`config.mk`:
```
export PLATFORM = sky130hd
export DESIGN_NAME = powlib_busburst
export DESIGN_NICKNAME = d
export VERILOG_FILES = /design/src/rtl/powlib_bus_pkg.sv /design/src/rtl/powlib_busburst_ctr.sv /design/src/rtl/powlib_busburst.sv
export SDC_FILE = /design/constraint.sdc
export NUM_CORES = 1
export LEC_CHECK = 0
export BUFFER_PORTS_ARGS = -buffer_cell sky130_fd_sc_hd__buf_2
export CORE_MARGIN = 3
export CORE_UTILIZATION = 43
export CTS_CLUSTER_DIAMETER = 200
export DETAILED_ROUTE_END_ITERATION = 16
export GPL_TIMING_DRIVEN = 0
export PLACE_DENSITY = 0.73
export SLEW_MARGIN = 20
export SYNTH_ARGS = -nofsm -noshare
export SYNTH_HDL_FRONTEND = slang
export SYNTH_HIERARCHICAL = 1
export SYNTH_SLANG_ARGS = --single-unit
```
`constraint.sdc`:
```
create_clock -name clk -period 1.65 [get_ports clk]
set_clock_uncertainty 0.2 [all_clocks]
set_input_delay 0.165 -clock clk [delete_from_list [all_inputs] [get_ports clk]]
set_output_delay 0.165 -clock clk [all_outputs]
set_load 0.005 [all_outputs]
```
`src/rtl/powlib_bus_pkg.sv`:
```
// rtl/powlib_bus_pkg.sv - shared FSM type and default widths for the bus burst block
//
// Purpose : common definitions imported by powlib_busburst and its helpers.
// Contents: bb_state_t (IDLE, BURST), default bus address/data/length widths.
package powlib_bus_pkg;

  typedef enum logic {
    IDLE  = 1'b0,
    BURST = 1'b1
  } bb_state_t;

  localparam int BUS_AW_DEF = 2;
  localparam int BUS_DW_DEF = 4;
  localparam int BUS_LW_DEF = 4;

endpackage

```
`src/rtl/powlib_busburst_ctr.sv`:
```
// rtl/powlib_busburst_ctr.sv - loadable down-counter with zero flag
//
// Purpose : holds the remaining-beat count of a burst.
// Ports   : clk, rst        - clock, asynchronous active-low reset
//           i_load          - load i_load_val (has priority over i_dec)
//           i_load_val[W]   - value to load
//           i_dec           - decrement by one; holds at zero
//           o_zero          - counter currently equals zero
module powlib_busburst_ctr #(
  parameter int W = 4
) (
  input  logic         clk,
  input  logic         rst,
  input  logic         i_load,
  input  logic [W-1:0] i_load_val,
  input  logic         i_dec,
  output logic         o_zero
);

  logic [W-1:0] r_cnt;

  always_ff @(posedge clk or negedge rst) begin
    if (!rst) begin
      r_cnt <= '0;
    end else if (i_load) begin
      r_cnt <= i_load_val;
    end else if (i_dec && (r_cnt != '0)) begin
      r_cnt <= r_cnt - W'(1);
    end
  end

  assign o_zero = (r_cnt == '0);

endmodule

```
`src/rtl/powlib_busburst.sv`:
```
// rtl/powlib_busburst.sv - turns a (address, length) command plus payload stream into addressed bus write beats
//
// Purpose : accepts a burst command, then tags each payload beat with an
//           incrementing (wrapping) address into a single-stage output register.
// Ports   : clk, rst                 - clock, asynchronous active-low reset
//           cmdaddr/cmdlen/cmdvld/cmdrdy - burst command (cmdlen = beats - 1)
//           indata/invld/inrdy       - payload stream
//           wrdata/wraddr/wrvld/wrrdy - addressed bus write beat
//           wrnf                     - downstream nearly-full, stalls payload intake
//           busy                     - burst in progress
//           done                     - one-cycle pulse after the last beat's bus handshake
//           beatcnt[32]              - saturating bus-handshake count (POWLIB_BUSBURST_STAT_EN only)
// Macro   : POWLIB_BUSBURST_STAT_EN adds the beatcnt port and counter.
module powlib_busburst
  import powlib_bus_pkg::*;
#(
  parameter int B_AW = BUS_AW_DEF,
  parameter int B_DW = BUS_DW_DEF,
  parameter int LW   = BUS_LW_DEF,
  parameter     ID   = "BUSBURST",
  parameter int EDBG = 0
) (
  input  logic            clk,
  input  logic            rst,
  input  logic [B_AW-1:0] cmdaddr,
  input  logic [LW-1:0]   cmdlen,
  input  logic            cmdvld,
  output logic            cmdrdy,
  input  logic [B_DW-1:0] indata,
  input  logic            invld,
  output logic            inrdy,
  output logic [B_DW-1:0] wrdata,
  output logic [B_AW-1:0] wraddr,
  output logic            wrvld,
  input  logic            wrrdy,
  input  logic            wrnf,
  output logic            busy,
  output logic            done
`ifdef POWLIB_BUSBURST_STAT_EN
  ,
  output logic [31:0]     beatcnt
`endif
);

  bb_state_t       r_state;
  bb_state_t       w_state_nxt;
  logic [B_AW-1:0] r_addr;
  logic [B_DW-1:0] r_wrdata;
  logic [B_AW-1:0] r_wraddr;
  logic            r_wrvld;
  logic            r_pend_last;
  logic            r_done;

  logic            w_cmd_acc;
  logic            w_slot_free;
  logic            w_load;
  logic            w_ctr_zero;
  logic            w_last;
  logic            w_bus_hs;

  // Handshake decode. The command port is open in IDLE even while the previous
  // burst's last beat still sits in the output register, so bursts run back-to-back.
  assign cmdrdy      = (r_state == IDLE);
  assign busy        = (r_state == BURST);
  assign w_slot_free = !r_wrvld || wrrdy;
  assign inrdy       = (r_state == BURST) && w_slot_free && !wrnf;
  assign w_cmd_acc   = cmdvld && cmdrdy;
  assign w_load      = invld && inrdy;
  assign w_last      = w_load && w_ctr_zero;
  assign w_bus_hs    = r_wrvld && wrrdy;

  powlib_busburst_ctr #(
    .W (LW)
  ) u_beat_ctr (
    .clk        (clk),
    .rst        (rst),
    .i_load     (w_cmd_acc),
    .i_load_val (cmdlen),
    .i_dec      (w_load),
    .o_zero     (w_ctr_zero)
  );

  always_ff @(posedge clk or negedge rst) begin
    if (!rst) begin
      r_state <= IDLE;
    end else begin
      r_state <= w_state_nxt;
    end
  end

  always_comb begin
    w_state_nxt = r_state;
    case (r_state)
      IDLE:    if (w_cmd_acc) w_state_nxt = BURST;
      BURST:   if (w_last)    w_state_nxt = IDLE;
      default: w_state_nxt = IDLE;
    endcase
  end

  // Address counter wraps silently at 2^B_AW.
  always_ff @(posedge clk or negedge rst) begin
    if (!rst) begin
      r_addr <= '0;
    end else if (w_cmd_acc) begin
      r_addr <= cmdaddr;
    end else if (w_load) begin
      r_addr <= r_addr + B_AW'(1);
    end
  end

  // Output register. r_pend_last travels with the beat so done fires only when
  // the burst's final beat actually leaves, not when it is loaded.
  always_ff @(posedge clk or negedge rst) begin
    if (!rst) begin
      r_wrvld     <= 1'b0;
      r_wrdata    <= '0;
      r_wraddr    <= '0;
      r_pend_last <= 1'b0;
    end else if (w_load) begin
      r_wrvld     <= 1'b1;
      r_wrdata    <= indata;
      r_wraddr    <= r_addr;
      r_pend_last <= w_ctr_zero;
    end else if (w_bus_hs) begin
      r_wrvld     <= 1'b0;
      r_pend_last <= 1'b0;
    end
  end

  always_ff @(posedge clk or negedge rst) begin
    if (!rst) begin
      r_done <= 1'b0;
    end else begin
      r_done <= w_bus_hs && r_pend_last;
    end
  end

  assign wrdata = r_wrdata;
  assign wraddr = r_wraddr;
  assign wrvld  = r_wrvld;
  assign done   = r_done;

`ifdef POWLIB_BUSBURST_STAT_EN
  logic [31:0] r_beatcnt;

  always_ff @(posedge clk or negedge rst) begin
    if (!rst) begin
      r_beatcnt <= '0;
    end else if (w_bus_hs && (r_beatcnt != 32'hFFFF_FFFF)) begin
      r_beatcnt <= r_beatcnt + 32'd1;
    end
  end

  assign beatcnt = r_beatcnt;
`endif

  // Debug builds keep the instance tag as a named constant net for netlist/wave lookup.
  if (EDBG != 0) begin : g_dbg
    logic [$bits(ID)-1:0] w_dbg_id;
    assign w_dbg_id = ID;
  end

endmodule

```
==> results of run 1 <==
## final timing paths
kind,startpoint,cells after the start,end
setup / recovery,busy,6,u_beat_ctr/r_cnt[3]
hold / removal,cmdvld,4,r_addr[1]
setup reg to reg,busy,6,u_beat_ctr/r_cnt[3]
hold reg to reg,wraddr[1],1,wraddr[1]
max in group asynchronous,rst,2,busy
min in group asynchronous,rst,2,wrdata[1]
## cells by family after synthesis
family          after synthesis  share of synthesized area [%]
mux                           7                          10.05
simple gates                 27                          21.85
buf+inv                       7                          4.306
compound gates               12                          11.17
flops                        16                          51.04
fa+ha+maj                     1                          1.595
## area by class of cell
| cell class | count | area (um2) |
|---|---|---|
| fill | 118 | 365.4 |
| buffer | 1 | 11.26 |
| multi-input combinational | 47 | 414.1 |
| tap | 24 | 30.03 |
| inverter | 6 | 27.53 |
| clock buffer | 3 | 22.52 |
| sequential | 16 | 402.9 |
| timing repair buffer | 49 | 337.8 |
## per-layer routing
metal	share of wire, %	global-route usage (%)
met4	0.65	7.109
met1	42	20.20
met5	0	0
met3	6.2	3.067
met2	51	27.60
## Yosys cell counts
library cell	instances
sky130_fd_sc_hd__buf_6	1
sky130_fd_sc_hd__nor2b_1	2
sky130_fd_sc_hd__o31a_1	1
sky130_fd_sc_hd__a221o_1	1
sky130_fd_sc_hd__ha_1	1
sky130_fd_sc_hd__o211ai_1	1
sky130_fd_sc_hd__nor3b_2	1
sky130_fd_sc_hd__nor3b_1	1
sky130_fd_sc_hd__dfrtp_1	16
sky130_fd_sc_hd__or2b_1	1
sky130_fd_sc_hd__nor4b_2	1
sky130_fd_sc_hd__inv_2	1
sky130_fd_sc_hd__nor3_1	2
sky130_fd_sc_hd__a21boi_0	1
sky130_fd_sc_hd__and3_1	1
sky130_fd_sc_hd__o21a_1	1
sky130_fd_sc_hd__a31oi_1	1
sky130_fd_sc_hd__mux2_2	7
sky130_fd_sc_hd__nand2_1	7
sky130_fd_sc_hd__a21oi_1	2
sky130_fd_sc_hd__nand2b_1	3
sky130_fd_sc_hd__o31ai_1	1
sky130_fd_sc_hd__o211ai_2	1
sky130_fd_sc_hd__nand3_2	1
sky130_fd_sc_hd__and4b_1	1
sky130_fd_sc_hd__nand4b_1	1
sky130_fd_sc_hd__nor2_1	3
sky130_fd_sc_hd__inv_1	5
sky130_fd_sc_hd__o21ai_0	2
sky130_fd_sc_hd__or4_1	2
## sequential cells by signal, summed over array words and instances (netlist names)
register	flops
u_beat_ctr/r_cnt	4
wrdata	4
r_addr	2
wraddr	2
busy	1
done	1
r_pend_last	1
wrvld	1
## report_power, final
group          total, uW  switching, uW  internal (uW)
Sequential           677            132            544
Clock                200            115           84.7
Combinational        731            296            436
## what timing repair did
item | CTS | global route
hold buffers | 14 | 0
buffers inserted | 5 | 4
pin swaps | 1 | 2
resized for setup | 5 | 11
endpoints found under the hold margin | 28 | 0
endpoints found under the setup margin | 3 | 8
## per-stage QoR
| step | power (uW) | utilization [%] |
|---|---|---|
| 2_1_floorplan | 984.7 | - |
| 3_3_place_gp | 1136 | 59.71 |
| 3_5_place_dp | 1163 | 59.71 |
| 4_1_cts | 1460 | 73.37 |
| 5_1_grt | 1722 | 77.33 |
| 6_report | 1608 | 77.33 |
## tightest hold or removal path: stages
cell                       delay, ns
sky130_fd_sc_hd__buf_2          0.12
sky130_fd_sc_hd__nand2b_4       0.07
sky130_fd_sc_hd__nor2_1         0.08
sky130_fd_sc_hd__a31oi_1        0.05
==> impl_metrics.sql, run 1 <==
INSERT INTO impl_metrics (metric_group, metric, value, unit) VALUES
('logic_synthesis', 'ys_ff_latch', '16', ''),
('route', 'route.detailed.vias_per_inst', '5.144', ''),
('power', 'power_density', '1290', 'nW/um2'),
('cells_and_area', 'mostFrequentLayoutCells', '26 x sky130_fd_sc_hd__buf_2, 14 x sky130_fd_sc_hd__dfrtp_1, 14 x sky130_fd_sc_hd__dlygate4sd3_1', ''),
('logic_synthesis', 'yosysSeqAreaShare', '51.04', '%'),
('clock_network', 'later_pin_clock_latency_in_the_skew_report', '0.28', 'ns'),
('sta', 'whs', '0.03573', 'ns'),
('place', 'port_buffers', '26', ''),
('logic_synthesis', 'synth_cell_type_count', '30', ''),
('logic_synthesis', 'syn_inst', '70', ''),
('critical_path', 'cp-end-kind', 'flip-flop', ''),
('flow_run', 'number_of_maximum_capacitance_violations', '0', ''),
('power', 'vdd.ir_drop.worst', '0.8721', 'mV'),
('floorplanning', 'coreArea', '1612', 'um2'),
('route', 'finalWirelength', '2004', 'um'),
('place', 'dp.cells', '120', ''),
('logic_synthesis', 'synth_top_area_share', '51.04', '%'),
('global_route', 'grt_pass1_wl', '3001', 'um'),
('floorplanning', 'start_util', '48.68', '%'),
('logic_synthesis', 'synth_fp_nets', '87', ''),
('critical_path', 'crit_path_max_fanout', '5', ''),
('critical_path', 'critical_path.cell_chain', 'nor2b_4 -> nand3_4 -> clkinv_4 -> nor4b_4 -> nor3b_1 -> a221o_1', ''),
('critical_path', 'timing.critical_path.slowest_cell_delay', '0.41', 'ns'),
('floorplanning', 'placementRows', '14', ''),
('global_route', 'antenna_found_initial', '0', ''),
('clock_network', 'clkTransAtPathRegs', '0.09', 'ns'),
('critical_path', 'worst_setup_start_kind', 'flip-flop', ''),
('clock_network', 'clock_sink_count', '16', ''),
('logic_synthesis', 'synth.yosys.warnings', '6', ''),
('min_path', 'min-delay-path-class', 'input port to flip-flop', ''),
('global_route', 'grt-ovfl-total', '0', ''),
('power', 'power.leakage', '0.0006119', 'uW'),
('critical_path', 'arrival', '1.62', 'ns'),
('critical_path', 'critPathSlowestCell', 'sky130_fd_sc_hd__dfrtp_2', ''),
('floorplanning', 'die_height', '48.72', 'um'),
('place', 'gp_routability_congestion', '0.7437', ''),
('critical_path', 'r2r_setup_slack', '0.005', 'ns'),
('status', 'outcome', 'complete, no violations', ''),
('sta', 'slew_headroom', '76.09', '%'),
('clock_network', 'ctsLongestPathBuffers', '2', ''),
('place', 'pre_cts_slack', '-0.1691', 'ns'),
('sta', 'postLayoutSetupSlackWorst', '0.004688', 'ns'),
('place', 'place_area', '962.2', 'um2'),
('route', 'detail-route-antenna-nets', '0', ''),
('logic_synthesis', 'synth.largest_area_cell', 'sky130_fd_sc_hd__dfrtp_1', ''),
('sta', 'final_hold_viol_count', '0', ''),
('logic_synthesis', 'netlist_area', '784.5', 'um2'),
('cells_and_area', 'finalNonFillerCells', '146', ''),
('cells_and_area', 'final_layout_size_suffix_gt1_share', '50.82', '%'),
('sta', 'report.final.setup_viol', '0', ''),
('cells_and_area', 'antenna_cells_inserted', '0', ''),
('route', 'route.detailed.drc', '0', ''),
('floorplanning', 'num_io_pins', '27', ''),
('logic_synthesis', 'netlist_top_cells_area', 'sky130_fd_sc_hd__dfrtp_1 51%, sky130_fd_sc_hd__mux2_2 10%, sky130_fd_sc_hd__nand2_1 3.3%, sky130_fd_sc_hd__inv_1 2.4%, sky130_fd_sc_hd__nand2b_1 2.4%', ''),
('route', 'wire_per_inst', '13.73', 'um'),
('sta', 'final_period_minus_worst_setup_slack', '1.645', 'ns'),
('critical_path', 'worstPathBufferInverterCount', '1', ''),
('clock_network', 'number_of_clock_buffers_inserted_by_tritoncts', '3', ''),
('cells_and_area', 'finish.instance_area', '1246', 'um2'),
('clock_network', 'cts_tree', 'built', ''),
('global_route', 'global_route.usage.total', '16.33', '%'),
('place', 'detailedPlacementHpwl', '1162', 'um'),
('route', 'vias', '751', ''),
('global_route', 'first_global_vias', '675', ''),
('floorplanning', 'die_area', '2373', 'um2'),
('floorplanning', 'floorplan.die.width', '48.72', 'um'),
('critical_path', 'critical_path_required', '1.63', 'ns'),
('cells_and_area', 'layout.cells.most_common', 'sky130_fd_sc_hd__buf_2', ''),
('sta', 'grt_setup_unrepaired', 'yes', ''),
('critical_path', 'top_family_by_delay_on_critical_path', 'simple AND/OR/NAND/NOR gates', ''),
('sta', 'fmaxAchievable', '0.6078', 'GHz');
No activity file was read; power rests on OpenSTA's default activity.
==> run 2: changes to the inputs <==
Settings changed: BUFFER_PORTS_ARGS -buffer_cell sky130_fd_sc_hd__buf_2 to default, CORE_UTILIZATION 43 to 50, DONT_BUFFER_PORTS from default to 1, PLACE_DENSITY 0.73 to default.
Clock period 1.65 ns to 2.1 ns, I/O delays scaled along.
==> run 2 against run 1 <==
Compared with the run above: critical endpoint is now r_addr[0]; critical path type unchanged; cell area shrank 19%; sequential power decreased by 22%; routed wire length shrank 20%; final cell count is 28% lower; register-to-register slack better by 0.11 ns.
==> impl_metrics.sql, run 2 (synthesis gave the netlist of run 1 again) <==
INSERT INTO impl_metrics (metric_group, metric, value, unit) VALUES
('status', 'outcome', 'complete, no violations', ''),
('floorplanning', 'die_area', '2080', 'um2'),
('global_route', 'grt_start_max_net_pins', '17', ''),
('floorplanning', 'floorplan.die.width', '45.61', 'um'),
('global_route', 'groute.layer.met2.usage', '28.69', '%'),
('clock_network', 'ctsLongestPathBuffers', '2', ''),
('power', 'power_density', '1068', 'nW/um2'),
('critical_path', 'crit_path_max_fanout', '10', ''),
('critical_path', 'arrival', '1.96', 'ns'),
('sta', 'slew_headroom', '48.45', '%'),
('floorplanning', 'die_height', '45.61', 'um'),
('cells_and_area', 'syn_to_final_growth', '28.07', '%'),
('floorplanning', 'coreArea', '1383', 'um2'),
('power', 'vdd.ir_drop.worst', '0.8341', 'mV'),
('sta', 'grt_setup_unrepaired', 'no', ''),
('power', 'design_power_total', '1073', 'uW'),
('cells_and_area', 'mostFrequentLayoutCells', '16 x sky130_fd_sc_hd__dfrtp_1, 16 x sky130_fd_sc_hd__dlygate4sd3_1, 7 x sky130_fd_sc_hd__mux2_2, 7 x sky130_fd_sc_hd__nand2_1, 5 x sky130_fd_sc_hd__inv_1', ''),
('cells_and_area', 'final_layout_size_suffix_gt1_share', '20.00', '%'),
('sta', 'final_period_minus_worst_setup_slack', '1.988', 'ns'),
('clock_network', 'cts.root.buffer_cell', 'sky130_fd_sc_hd__clkbuf_4', ''),
('cells_and_area', 'finish.net_count', '108', ''),
('sta', 'setup-tns-final', '0', 'ns'),
('sta', 'fin_crit_sh', '94.66', '%'),
('sta', 'report.final.setup_viol', '0', ''),
('route', 'wire_per_inst', '15.30', 'um'),
('global_route', 'met3_usage', '8.300', '%'),
('route', 'finalWirelength', '1607', 'um'),
('global_route', 'first_global_vias', '606', ''),
('route', 'route.detailed.vias_per_inst', '5.667', ''),
('global_route', 'antenna_found_initial', '0', ''),
('flow_run', 'number_of_maximum_capacitance_violations', '0', ''),
('cells_and_area', 'filler_cell_count', '101', ''),
('clock_network', 'later_pin_clock_latency_in_the_skew_report', '0.28', 'ns'),
('floorplanning', 'start_util', '56.74', '%'),
('place', 'detailedPlacementHpwl', '1042', 'um'),
('route', 'detail-route-antenna-nets', '0', ''),
('sta', 'final_hold_viol_count', '0', ''),
('cells_and_area', 'antenna_cells_inserted', '0', ''),
('global_route', 'grt_busiest_layer', 'met2', ''),
('floorplanning', 'num_io_pins', '27', ''),
('critical_path', 'worstSetupPathType', 'flip-flop to flip-flop', ''),
('power', 'power.leakage', '0.0004531', 'uW'),
('floorplanning', 'placementRows', '13', ''),
('critical_path', 'cp-end-kind', 'flip-flop', ''),
('route', 'vias', '595', ''),
('critical_path', 'critical_path_required', '2.07', 'ns'),
('min_path', 'min-delay-path-class', 'input port to flip-flop', ''),
('sta', 'timing.final.max_slew_violations', '0', ''),
('route', 'detailedRoute.firstIterationViolations', '6', ''),
('critical_path', 'worst_setup_start_kind', 'flip-flop', ''),
('global_route', 'met1_usage', '22.11', '%'),
('route', 'route.detailed.drc', '0', ''),
('clock_network', 'cts_tree', 'built', ''),
('clock_network', 'number_of_clock_buffers_inserted_by_tritoncts', '3', ''),
('sta', 'timing_worst_slew_pin_value', '0.7707', 'ns'),
('clock_network', 'clkTransAtPathRegs', '0.09', 'ns'),
('place', 'port_buffers', '0', ''),
('clock_network', 'clock_sink_count', '16', ''),
('clock_network', 'htree_num_levels', '1', ''),
('global_route', 'grt_pass1_wl', '2601', 'um'),
('clock_network', 'count_of_buffers_added_by_post_cts_timing_repair_for_setup', '0', ''),
('global_route', 'grt-ovfl-total', '0', ''),
('place', 'gp_routability_congestion', '0.7190', ''),
('sta', 'fmaxAchievable', '0.5031', 'GHz'),
('route', 'drt_pass1_iterations', '3', ''),
('global_route', 'global_route.usage.total', '17.93', '%');
-- run 2: cell types whose count changed in the layout (fill, tap and decap cells not counted), sizes merged --
cell / previous run / this run
buf: 36 / 1
dlygate4sd3: 14 / 16
clkbuf: 3 / 4
clkinv: 1 / 0
inv: 5 / 6
-- run 2: worst max-delay path, stage by stage, from the launching register on --
cell                            delay (ns)
sky130_fd_sc_hd__dfrtp_1              0.46
sky130_fd_sc_hd__nor2b_2              0.22
sky130_fd_sc_hd__nand3_2              0.17
sky130_fd_sc_hd__inv_4                0.16
sky130_fd_sc_hd__o211ai_1             0.11
sky130_fd_sc_hd__dlygate4sd3_1        0.57
-- run 2: timing repair --
action                                  4_1_cts  5_1_grt
hold buffers                                 16        0
endpoints found under the hold margin        29        0
endpoints found under the setup margin        0        3
gates resized for setup                       0        2
-- run 2: layer usage --
metal,vias to the layer above,routed length (um)
met5,-,0
met4,0,12
met3,2,106
met2,22,722
met1,277,765
li1,294,-
-- run 2: report_power, final --
part / internal [uW] / switching (uW)
Combinational: 197 / 149
Sequential: 426 / 105
Clock: 105 / 91.6
-- run 2: area by class of cell --
type                            count  area (um2)  area share (%)
Inverter                            6       25.02           2.491
Multi-Input combinational cell     47       352.8           35.12
Clock buffer                        4       36.28           3.611
Buffer                              1       11.26           1.121
Sequential cell                    16       400.4           39.85
Timing Repair Buffer               16       160.2           15.94
Tap cell                           15       18.77           1.868
-- run 2: final timing paths --
check	startpoint	to	slack (ns)	cells after the start
worst max-delay path	busy	r_addr[0]	0.11	5
worst min-delay path	wrnf	wrvld	0.02	3
worst max register to register	busy	r_addr[0]	0.11	5
worst min register to register	r_pend_last	done	0.31	1
max in group asynchronous	rst	wraddr[0]	0.98	1
min in group asynchronous	rst	r_addr[1]	0.24	1
-- run 2: stage by stage --
stage          hold slack [ns]  utilization, %  setup WS [ns]  instance area (um2)  instances
2_1_floorplan          -0.2856               -         0.3119                784.5         70
3_3_place_gp           -0.2853           58.10         0.1452                803.3         85
3_5_place_dp           -0.2852           58.10         0.1032                803.3         85
4_1_cts                0.01223           72.31        0.05246                999.7        105
5_1_grt                0.01054           72.67       0.006302                 1005        105
6_report               0.01805           72.67         0.1122                 1005        105
